===== config.mk =====
export PLATFORM = sky130hd
export DESIGN_NAME = regfile_mp_flat
export DESIGN_NICKNAME = d
export VERILOG_FILES = /design/src/rtl/regfile_pkg.sv /design/src/rtl/regfile_mp_if.sv /design/src/rtl/regfile_rd_port.sv /design/src/rtl/regfile_mp.sv /design/src/flat_wrapper.sv
export SDC_FILE = /design/constraint.sdc
export NUM_CORES = 1
export LEC_CHECK = 0
export BUFFER_PORTS_ARGS = -buffer_cell sky130_fd_sc_hd__buf_2
export CAP_MARGIN = 25
export CORE_ASPECT_RATIO = 1.1
export CORE_UTILIZATION = 35
export CTS_BUF_LIST = sky130_fd_sc_hd__clkbuf_8
export DETAILED_ROUTE_END_ITERATION = 12
export GPL_TIMING_DRIVEN = 0
export PLACE_DENSITY_LB_ADDON = 0.25
export SYNTH_ARGS = -nofsm -noshare
export SYNTH_HDL_FRONTEND = slang
export SYNTH_SLANG_ARGS = --single-unit

===== constraint.sdc =====
create_clock -name clk -period 4.9 [get_ports clk]
set_clock_uncertainty 0.2 [all_clocks]
set_input_delay 0.735 -clock clk [delete_from_list [all_inputs] [get_ports clk]]
set_output_delay 0.735 -clock clk [all_outputs]
set_load 0.01 [all_outputs]

===== src/rtl/regfile_pkg.sv =====
// ============================================================================
// Module   : regfile_pkg
// Brief    : Shared types and defaults for the multi-port register file.
// Revision : 1.0 - initial release
// ============================================================================
`default_nettype none

package regfile_pkg;

    localparam int XLEN_DEF  = 32;
    localparam int NREGS_DEF = 32;

    typedef enum logic [0:0] {
        CLEAR = 1'b0,
        RUN   = 1'b1
    } rf_state_e;

endpackage

`default_nettype wire


===== src/rtl/regfile_mp_if.sv =====
// ============================================================================
// Module   : regfile_mp_if
// Brief    : Read/write/clear bundle between the pipeline and regfile_mp.
// Revision : 1.0 - initial release
// ============================================================================
`default_nettype none

interface regfile_mp_if
    import regfile_pkg::*;
#(
    parameter int XLEN  = XLEN_DEF,
    parameter int NREGS = NREGS_DEF,
    parameter int NRD   = 2,
    parameter int NWR   = 1
);
    localparam int AW = $clog2(NREGS);

    logic                clr;
    logic                ready;
    logic [NRD*AW-1:0]   rd_addr;
    logic [NRD*XLEN-1:0] rd_data;
    logic [NWR-1:0]      we;
    logic [NWR*AW-1:0]   wr_addr;
    logic [NWR*XLEN-1:0] wr_data;

    modport master (
        output clr, rd_addr, we, wr_addr, wr_data,
        input  ready, rd_data
    );

    modport slave (
        input  clr, rd_addr, we, wr_addr, wr_data,
        output ready, rd_data
    );

endinterface

`default_nettype wire


===== src/rtl/regfile_rd_port.sv =====
// ============================================================================
// Module   : regfile_rd_port
// Brief    : One read port: x0 masking, ready gating, optional write bypass.
//            Bypass mux present only when REGFILE_BYPASS_EN is defined.
// Revision : 1.0 - initial release
// ============================================================================
`default_nettype none

module regfile_rd_port #(
    parameter int XLEN = 32,
    parameter int AW   = 5,
    parameter int NWR  = 1
) (
    input  wire logic            ready,
    input  wire logic [AW-1:0]   rd_addr,
    input  wire logic [XLEN-1:0] arr_data,
    output logic      [XLEN-1:0] rd_data
`ifdef REGFILE_BYPASS_EN
    ,
    input  wire logic                byp_en,
    input  wire logic [NWR-1:0]      we,
    input  wire logic [NWR*AW-1:0]   wr_addr,
    input  wire logic [NWR*XLEN-1:0] wr_data
`endif
);

    always_comb begin
        rd_data = '0;
        if (ready && (rd_addr != '0)) begin
            rd_data = arr_data;
`ifdef REGFILE_BYPASS_EN
            // Higher-numbered write port overrides, matching the array's collision rule
            for (int p = 0; p < NWR; p++) begin
                if (byp_en && we[p] && (wr_addr[p*AW +: AW] == rd_addr)) begin
                    rd_data = wr_data[p*XLEN +: XLEN];
                end
            end
`endif
        end
    end

endmodule

`default_nettype wire


===== src/rtl/regfile_mp.sv =====
// ============================================================================
// Module   : regfile_mp
// Brief    : NRD-read / NWR-write integer register file with x0 hardwired to
//            zero and a sequential clear engine. Option: REGFILE_BYPASS_EN.
// Revision : 1.0 - initial release
// ============================================================================
`default_nettype none

module regfile_mp
    import regfile_pkg::*;
#(
    parameter int XLEN  = XLEN_DEF,
    parameter int NREGS = NREGS_DEF,
    parameter int NRD   = 2,
    parameter int NWR   = 1
) (
    input  wire logic   clk,
    input  wire logic   rst,
    regfile_mp_if.slave bus
);

    localparam int            AW     = $clog2(NREGS);
    localparam logic [AW-1:0] c_last = AW'(NREGS - 1);

    rf_state_e        r_state;
    rf_state_e        w_state_nxt;
    logic [AW-1:0]    r_cnt;
    logic [AW-1:0]    w_cnt_nxt;
    logic             r_ready;
    logic             w_wr_en;
    logic [XLEN-1:0]  r_regs [1:NREGS-1];

    always_comb begin
        w_state_nxt = r_state;
        w_cnt_nxt   = r_cnt;
        w_wr_en     = 1'b0;
        case (r_state)
            CLEAR: begin
                w_cnt_nxt = r_cnt + 1'b1;
                if (r_cnt == c_last) begin
                    w_state_nxt = RUN;
                end
            end
            RUN: begin
                // A clear request wins over any write in the same cycle
                if (bus.clr) begin
                    w_state_nxt = CLEAR;
                    w_cnt_nxt   = AW'(1);
                end else begin
                    w_wr_en = 1'b1;
                end
            end
            default: begin
                w_state_nxt = CLEAR;
                w_cnt_nxt   = AW'(1);
            end
        endcase
    end

    always_ff @(posedge clk) begin
        if (rst) begin
            r_state <= CLEAR;
            r_cnt   <= AW'(1);
            r_ready <= 1'b0;
        end else begin
            r_state <= w_state_nxt;
            r_cnt   <= w_cnt_nxt;
            r_ready <= (w_state_nxt == RUN);
        end
    end

    always_ff @(posedge clk) begin
        if (!rst) begin
            if (r_state == CLEAR) begin
                r_regs[r_cnt] <= '0;
            end else if (w_wr_en) begin
                for (int p = 0; p < NWR; p++) begin
                    if (bus.we[p] && (bus.wr_addr[p*AW +: AW] != '0)) begin
                        r_regs[bus.wr_addr[p*AW +: AW]] <= bus.wr_data[p*XLEN +: XLEN];
                    end
                end
            end
        end
    end

    assign bus.ready = r_ready;

`ifdef REGFILE_BYPASS_EN
    logic w_byp_en;
    assign w_byp_en = r_ready & ~bus.clr;
`endif

    generate
        for (genvar i = 0; i < NRD; i++) begin : g_rd
            logic [AW-1:0]   w_addr;
            logic [XLEN-1:0] w_data;

            assign w_addr = bus.rd_addr[i*AW +: AW];

            regfile_rd_port #(
                .XLEN (XLEN),
                .AW   (AW),
                .NWR  (NWR)
            ) u_rd_port (
                .ready    (r_ready),
                .rd_addr  (w_addr),
                .arr_data (r_regs[w_addr]),
                .rd_data  (w_data)
`ifdef REGFILE_BYPASS_EN
                ,
                .byp_en   (w_byp_en),
                .we       (bus.we),
                .wr_addr  (bus.wr_addr),
                .wr_data  (bus.wr_data)
`endif
            );

            assign bus.rd_data[i*XLEN +: XLEN] = w_data;
        end
    endgenerate

endmodule

`default_nettype wire

===== src/flat_wrapper.sv =====
// flat-port wrapper written by rule: the top's interface ports become plain ports
module regfile_mp_flat import regfile_pkg::*;
#(
    parameter int XLEN  = XLEN_DEF,
    parameter int NREGS = NREGS_DEF,
    parameter int NRD   = 2,
    parameter int NWR   = 1
)
  (clk, rst, bus_clr, bus_rd_addr, bus_we, bus_wr_addr, bus_wr_data, bus_ready, bus_rd_data);
  regfile_mp_if #(.XLEN(XLEN), .NREGS(NREGS), .NRD(NRD), .NWR(NWR)) bus_i ();
  input  wire logic clk;
  input  wire logic rst;
  input wire logic [$bits(bus_i.clr)-1:0] bus_clr;
  input wire logic [$bits(bus_i.rd_addr)-1:0] bus_rd_addr;
  input wire logic [$bits(bus_i.we)-1:0] bus_we;
  input wire logic [$bits(bus_i.wr_addr)-1:0] bus_wr_addr;
  input wire logic [$bits(bus_i.wr_data)-1:0] bus_wr_data;
  output wire logic [$bits(bus_i.ready)-1:0] bus_ready;
  output wire logic [$bits(bus_i.rd_data)-1:0] bus_rd_data;
  assign bus_i.clr = bus_clr;
  assign bus_i.rd_addr = bus_rd_addr;
  assign bus_i.we = bus_we;
  assign bus_i.wr_addr = bus_wr_addr;
  assign bus_i.wr_data = bus_wr_data;
  assign bus_ready = bus_i.ready;
  assign bus_rd_data = bus_i.rd_data;
  regfile_mp #(.XLEN(XLEN), .NREGS(NREGS), .NRD(NRD), .NWR(NWR)) u_core (.clk(clk), .rst(rst), .bus(bus_i));
endmodule

; Yosys cells after proc, flatten, opt, wreduce, memory -nomap -nowiden
; Memories as Yosys holds them, arrays and structs flattened.
; Cells that the tools add are included.
[totals]
regBits = 6
latchBits = 0
mem_bits_rw = 992
mem_bits_ro = 0
input_bits = 51
out_inout_bits = 65
wordCells = 33
memories = 1
[mem_list]
columns = memory, depth, word_bits, rd, rd_ports_with_merged_regs, wr, line_no
row1 = u_core.r_regs, 31, 32, 2, 0, 1, regfile_mp.sv:31  ; logic [XLEN-1:0] r_regs [1:NREGS-1];
[op_classes]
n_addsub = 1
mul = 0
n_div = 0
magnitude_cmp = 0
eq_ne = 2
shifts = 0
mux = 19
bitwise_logic = 1
n_reduce_logical = 7
[ops]
columns = operator, count
row1 = 32-bit 2-to-1 mux, 3
row2 = 32-bit OR reduction, 1
row3 = 5-bit nonzero test, 3
row4 = 1-bit 2-to-1 mux, 12
row5 = 5-bit 2-to-1 mux, 2
row6 = 5-bit case mux with 2 select lines, 1
row7 = "5-bit by 1-bit adder with 5-bit output, second input constant", 1
row8 = "5-bit equality test, second input constant", 1
row9 = 1-bit logical AND, 3
row10 = "2-bit != test, second input constant", 1
row11 = 1-bit case mux with 2 select lines, 1
row12 = 1-bit NOT, 1

; Logic depth before layout (Yosys ltp)
[logic_depth]
word_depth = 9
mapped_depth = 8
depth_no_buf = 5

; Modules after synthesis
; From an unflattened synthesis, not the netlist that was laid out.
[unflattened]
hier_cells = 2749
area_unflattened_um2 = 47525.6
[modules_own_cells]
columns = module, instances, cells_each, area_each_um2, seq_area_each_um2
row1 = regfile_mp, 1, 2599, 46779.9, 29908.7
row2 = regfile_rd_port, 2, 75, 372.9, 0.0

; Worst setup path after synthesis
; OpenSTA, ideal clock, no wires.
[synth_path]
path_kind = input-to-reg
start = input port rst
end = memory u_core.r_regs[26][0] (enable)
setup_time_ns = 0.461
arrival_ns = 3.865
required_time_ns = 4.239
slack_ns = 0.374
path_stages = 5
path_buffers = 1
cell_sequence = nand4bb_1 -> buf_2 -> a21o_1 -> a221o_1 -> nor3_1
[synth_between]
elab_chain_cells = 4
word_cells_on_any_way = 7
cone_classes = mux: 6 / reduce/logical: 1
[synth_rtl]
columns = element, line_no
row1 = from (decl), flat_wrapper.sv:12  ; input wire logic rst;
row2 = 1-bit 2-to-1 mux, regfile_mp.sv:73  ; if (!rst) begin
row3 = 1-bit 2-to-1 mux (not written as such), regfile_mp.sv:79  ; r_regs[bus.wr_addr[p*AW +: AW]] <= bus.wr_data[p*XLEN +: XLEN];
row4 = 32-bit OR reduction (no line), --
row5 = 5-bit 2-to-1 mux (no line) / 1-bit 2-to-1 mux (equally long branches), --
row6 = to (decl), regfile_mp.sv:31
; Parallel ways exist; a longest one is shown, timed or not.

; Worst setup path after layout
[layout_path]
start = register u_core.r_ready, in the netlist u_core.bus.ready
end = output port bus_rd_data[22]
[layout_between]
elab_chain_cells = 2
[layout_rtl]
columns = element, line_no
row1 = from (decl), regfile_mp.sv:29  ; logic r_ready;
row2 = from (signal assigned), regfile_mp.sv:68  ; r_ready <= (w_state_nxt == RUN);
row3 = 1-bit logical AND, regfile_rd_port.sv:29  ; if (ready && (rd_addr != '0)) begin
row4 = 32-bit 2-to-1 mux, regfile_rd_port.sv:29
row5 = to (decl), flat_wrapper.sv:19  ; output wire logic [$bits(bus_i.rd_data)-1:0] bus_rd_data;
; No other way between the ends.

==> results.tsv <==
metric	value	unit
status	finished, final reports clean	
Routed Antenna Nets	0	
CP startpoint	u_core.bus.ready	
worst r2r dst	u_core.r_regs[2][26]	
global-route wire length before repair	263000	µm
drt wl/cell	34.1	µm
final-layout fill cell count	12490	
worst skew pair latency	880	ps
IO Count	116	
library cells used by synthesis	47	
drt total wl	196000	µm
Worst EP required	3960	ps
clock net sink count	998	
cell row count	141	
Startpoint Class	register	
arrival time worst endpoint	3870	ps
Buffers on Ports	113	
Leak	19.2	nW
Max Buffers Root-to-Sink	3	
largest family of logic cells by synthesized area	multiplexers	
post-synthesis compound-gate area fraction	7.71	%
Final Wtd Congestion	0.888	
# H-tree levels	4	
Initial Utilization	35.5	%
Yosys Warn Count	0	
xor-xnor portion of the synthesized cell area	0	%
Inserted Clock Buffers	162	
CTS tree	done	
Syn-to-layout area delta	16.9	%
nets	3897	
total power	17.3	mW
Critical Path Sink	bus_rd_data[22]	
VDD IR max	0.209	mV
Final Setup Violations	0	
kind of end point of the critical path	output port	
minimum hold slack	67.7	ps
die width	355	µm
ys flop type	edfxtp_1	
#FFs+latches synth	998	
Max Cap Viol	0	
total grt overflow	0	
RR Startpoint	u_core.bus.ready	
slack of the worst reg-to-reg path	1430	ps
mux cell area share after synthesis	20.1	%
power density cells	310	nW/µm²
DRC viols	0	
Adder-Cell Fraction of Synth Area	0.0523	%
Post-Syn Area per Cell	13.9	µm²
total global-route track usage	27.6	%
cells after synthesis	3435	
post-route setup TNS	0	ps
CP Max Fanout	10	
crit path kind	register to output port	
syn_nets	3488	
Final Hold Viols	0	
Min-Delay Path Class	input pin to register	
HPWL after DPL	137000	µm
R2R cell count	6	
sequential share of the synthesized area	62.5	%
Tmin final	4810	ps
layout cells sized above 1	15.8	%
FFs w/ async S/R, synth	0	%
First-pass DRT Iterations	6	
root buf cell	clkbuf_8	
Initial DRC Count	4940	
Rel. slew slack	16.5	%
area of the multi-input gates	16700	µm²
vias	34989	
max-slew violation count	0	
RSZ-0062 raised after global routing	false	
Reg clk slew, reported paths	60	ps
CORE AREA	135000	µm²
number of synthesized flops with an enable pin	992	
die height	390	µm
die footprint	138000	µm²
post-synthesis simple-gate area fraction	6.66	%
Synth Cell Area	47900	µm²
vias in the first global route	34035	
initial antenna violation count	15	
FMAX	208	MHz
Vias per Instance	6.08	
largest net degree at the start of global routing	32	
crit share post-route	98.1	%
Register Area	29900	µm²
slew of the pin with the lowest slew margin	1250	ps
[what timing repair did]
item                       in CTS  in global routing
setup endpoints to repair       2                  2
hold buffers                    3                  0
resized for setup               1                  1
buffers inserted                0                  1
gates cloned                    0                  0
pin swaps                       0                  1
hold endpoints to repair        5                  0
[state kept, by name, indices dropped and copies added (netlist names)]
signal,count
u_core.r_cnt,5
u_core.bus.ready,1
u_core.r_regs,992
[cell type report]
class / instances / share of cell area (%)
sequential: 998 / 53.4
tap: 1787 / 3.99
buffer: 278 / 2.55
clock buffer: 167 / 4.11
inverter: 3 / 0.0201
clock inverter: 115 / 0.997
multi-input combinational: 2156 / 29.9
timing repair buffer: 245 / 5.01
antenna: 2 / 0.00894
[synth_stat cells (13+ instances only)]
cell type / number / area, µm²
and2_1: 37 / 231
buf_4: 56 / 420
o21ai_1: 66 / 330
o22ai_1: 67 / 419
mux2i_1: 961 / 9620
a211oi_1: 64 / 480
nor2_1: 96 / 360
nand4_1: 128 / 801
a22oi_1: 257 / 1930
a21oi_1: 70 / 350
clkbuf_1: 140 / 526
buf_2: 71 / 355
nor3_1: 13 / 65.1
nand2_1: 200 / 751
nand3_1: 132 / 661
edfxtp_1: 992 / 29800
[report_power, final]
| part | switching (mW) | internal, mW |
|---|---|---|
| clock network | 3.48 | 3.26 |
| registers | 0.0290 | 9.32 |
| logic | 0.866 | 0.368 |
| total | 4.37 | 13.0 |
[worst max-delay path: stages, from the launching register on]
cell and delay (ps):
dfxtp_1 420, buf_2 410, and3_1 220, clkbuf_1 270, clkbuf_2 680, nand3_1 490
nand4_1 290, buf_2 160
[metrics by stage]
step	worst slack (ps)	instance area, µm²	std cells	util [%]
5_1_grt	5.89	56000	5750	41.5
6_report	94.0	56000	5751	41.5
3_5_place_dp	550	52800	5449	39.1
3_3_place_gp	-4400	50700	5335	37.5
2_1_floorplan	374	47900	3435	-
4_1_cts	168	55600	5734	41.2
[worst min path at each step]
stage               cells past startpoint                    to             from  slack (ps)
floorplan                               2       u_core.r_cnt[1]  u_core.r_cnt[1]         320
global placement                        2       u_core.r_cnt[1]  u_core.r_cnt[1]         350
detailed placement                      2       u_core.r_cnt[1]  u_core.r_cnt[1]         370
CTS                                     2  u_core.r_regs[5][10]  bus_wr_data[10]         110
global route                            2   u_core.r_regs[7][8]   bus_wr_data[8]          30
finish                                  2   u_core.r_regs[7][8]   bus_wr_data[8]          70
[layer usage]
metal | vias up | part of all wire (%) | global-route usage (%)
met2 | 2372 | 46 | 43.9
met3 | 521 | 11 | 7.23
met4 | 8 | 4.7 | 12.9
met1 | 17707 | 38 | 35.1
li1 | 14381 | - | -
met5 | - | 0.028 | 0
[cells in the final DEF, fill, tap and decap left out, types with 12 or more instances in the layout]
cell type / Yosys / layout
nor3_2: 2 / 12
buf_8: 0 / 22
nor2b_1: 12 / 12
buf_4: 56 / 63
a22oi_1: 257 / 257
buf_12: 0 / 23
clkinv_1: 0 / 34
and2_1: 37 / 35
clkbuf_1: 140 / 135
nand2_1: 200 / 200
o22ai_1: 67 / 67
buf_2: 71 / 185
buf_16: 0 / 28
buf_6: 10 / 56
nor2_4: 0 / 19
a211oi_1: 64 / 64
nor2_1: 96 / 77
nand4_1: 128 / 128
edfxtp_1: 992 / 992
clkinv_2: 0 / 19
nand3_1: 132 / 132
inv_1: 3 / 53
clkbuf_8: 0 / 167
a21oi_1: 70 / 70
o21ai_1: 66 / 66
mux2i_1: 961 / 961
[logic make-up after synthesis]
group                      after synthesis
and+or+nand+nor                        649
DFF                                    998
muxes                                  961
adders and majority gates                2
buffers and inverters                  281
AOI/OAI and AO/OA                      544
(Power assumes the default switching activity.)
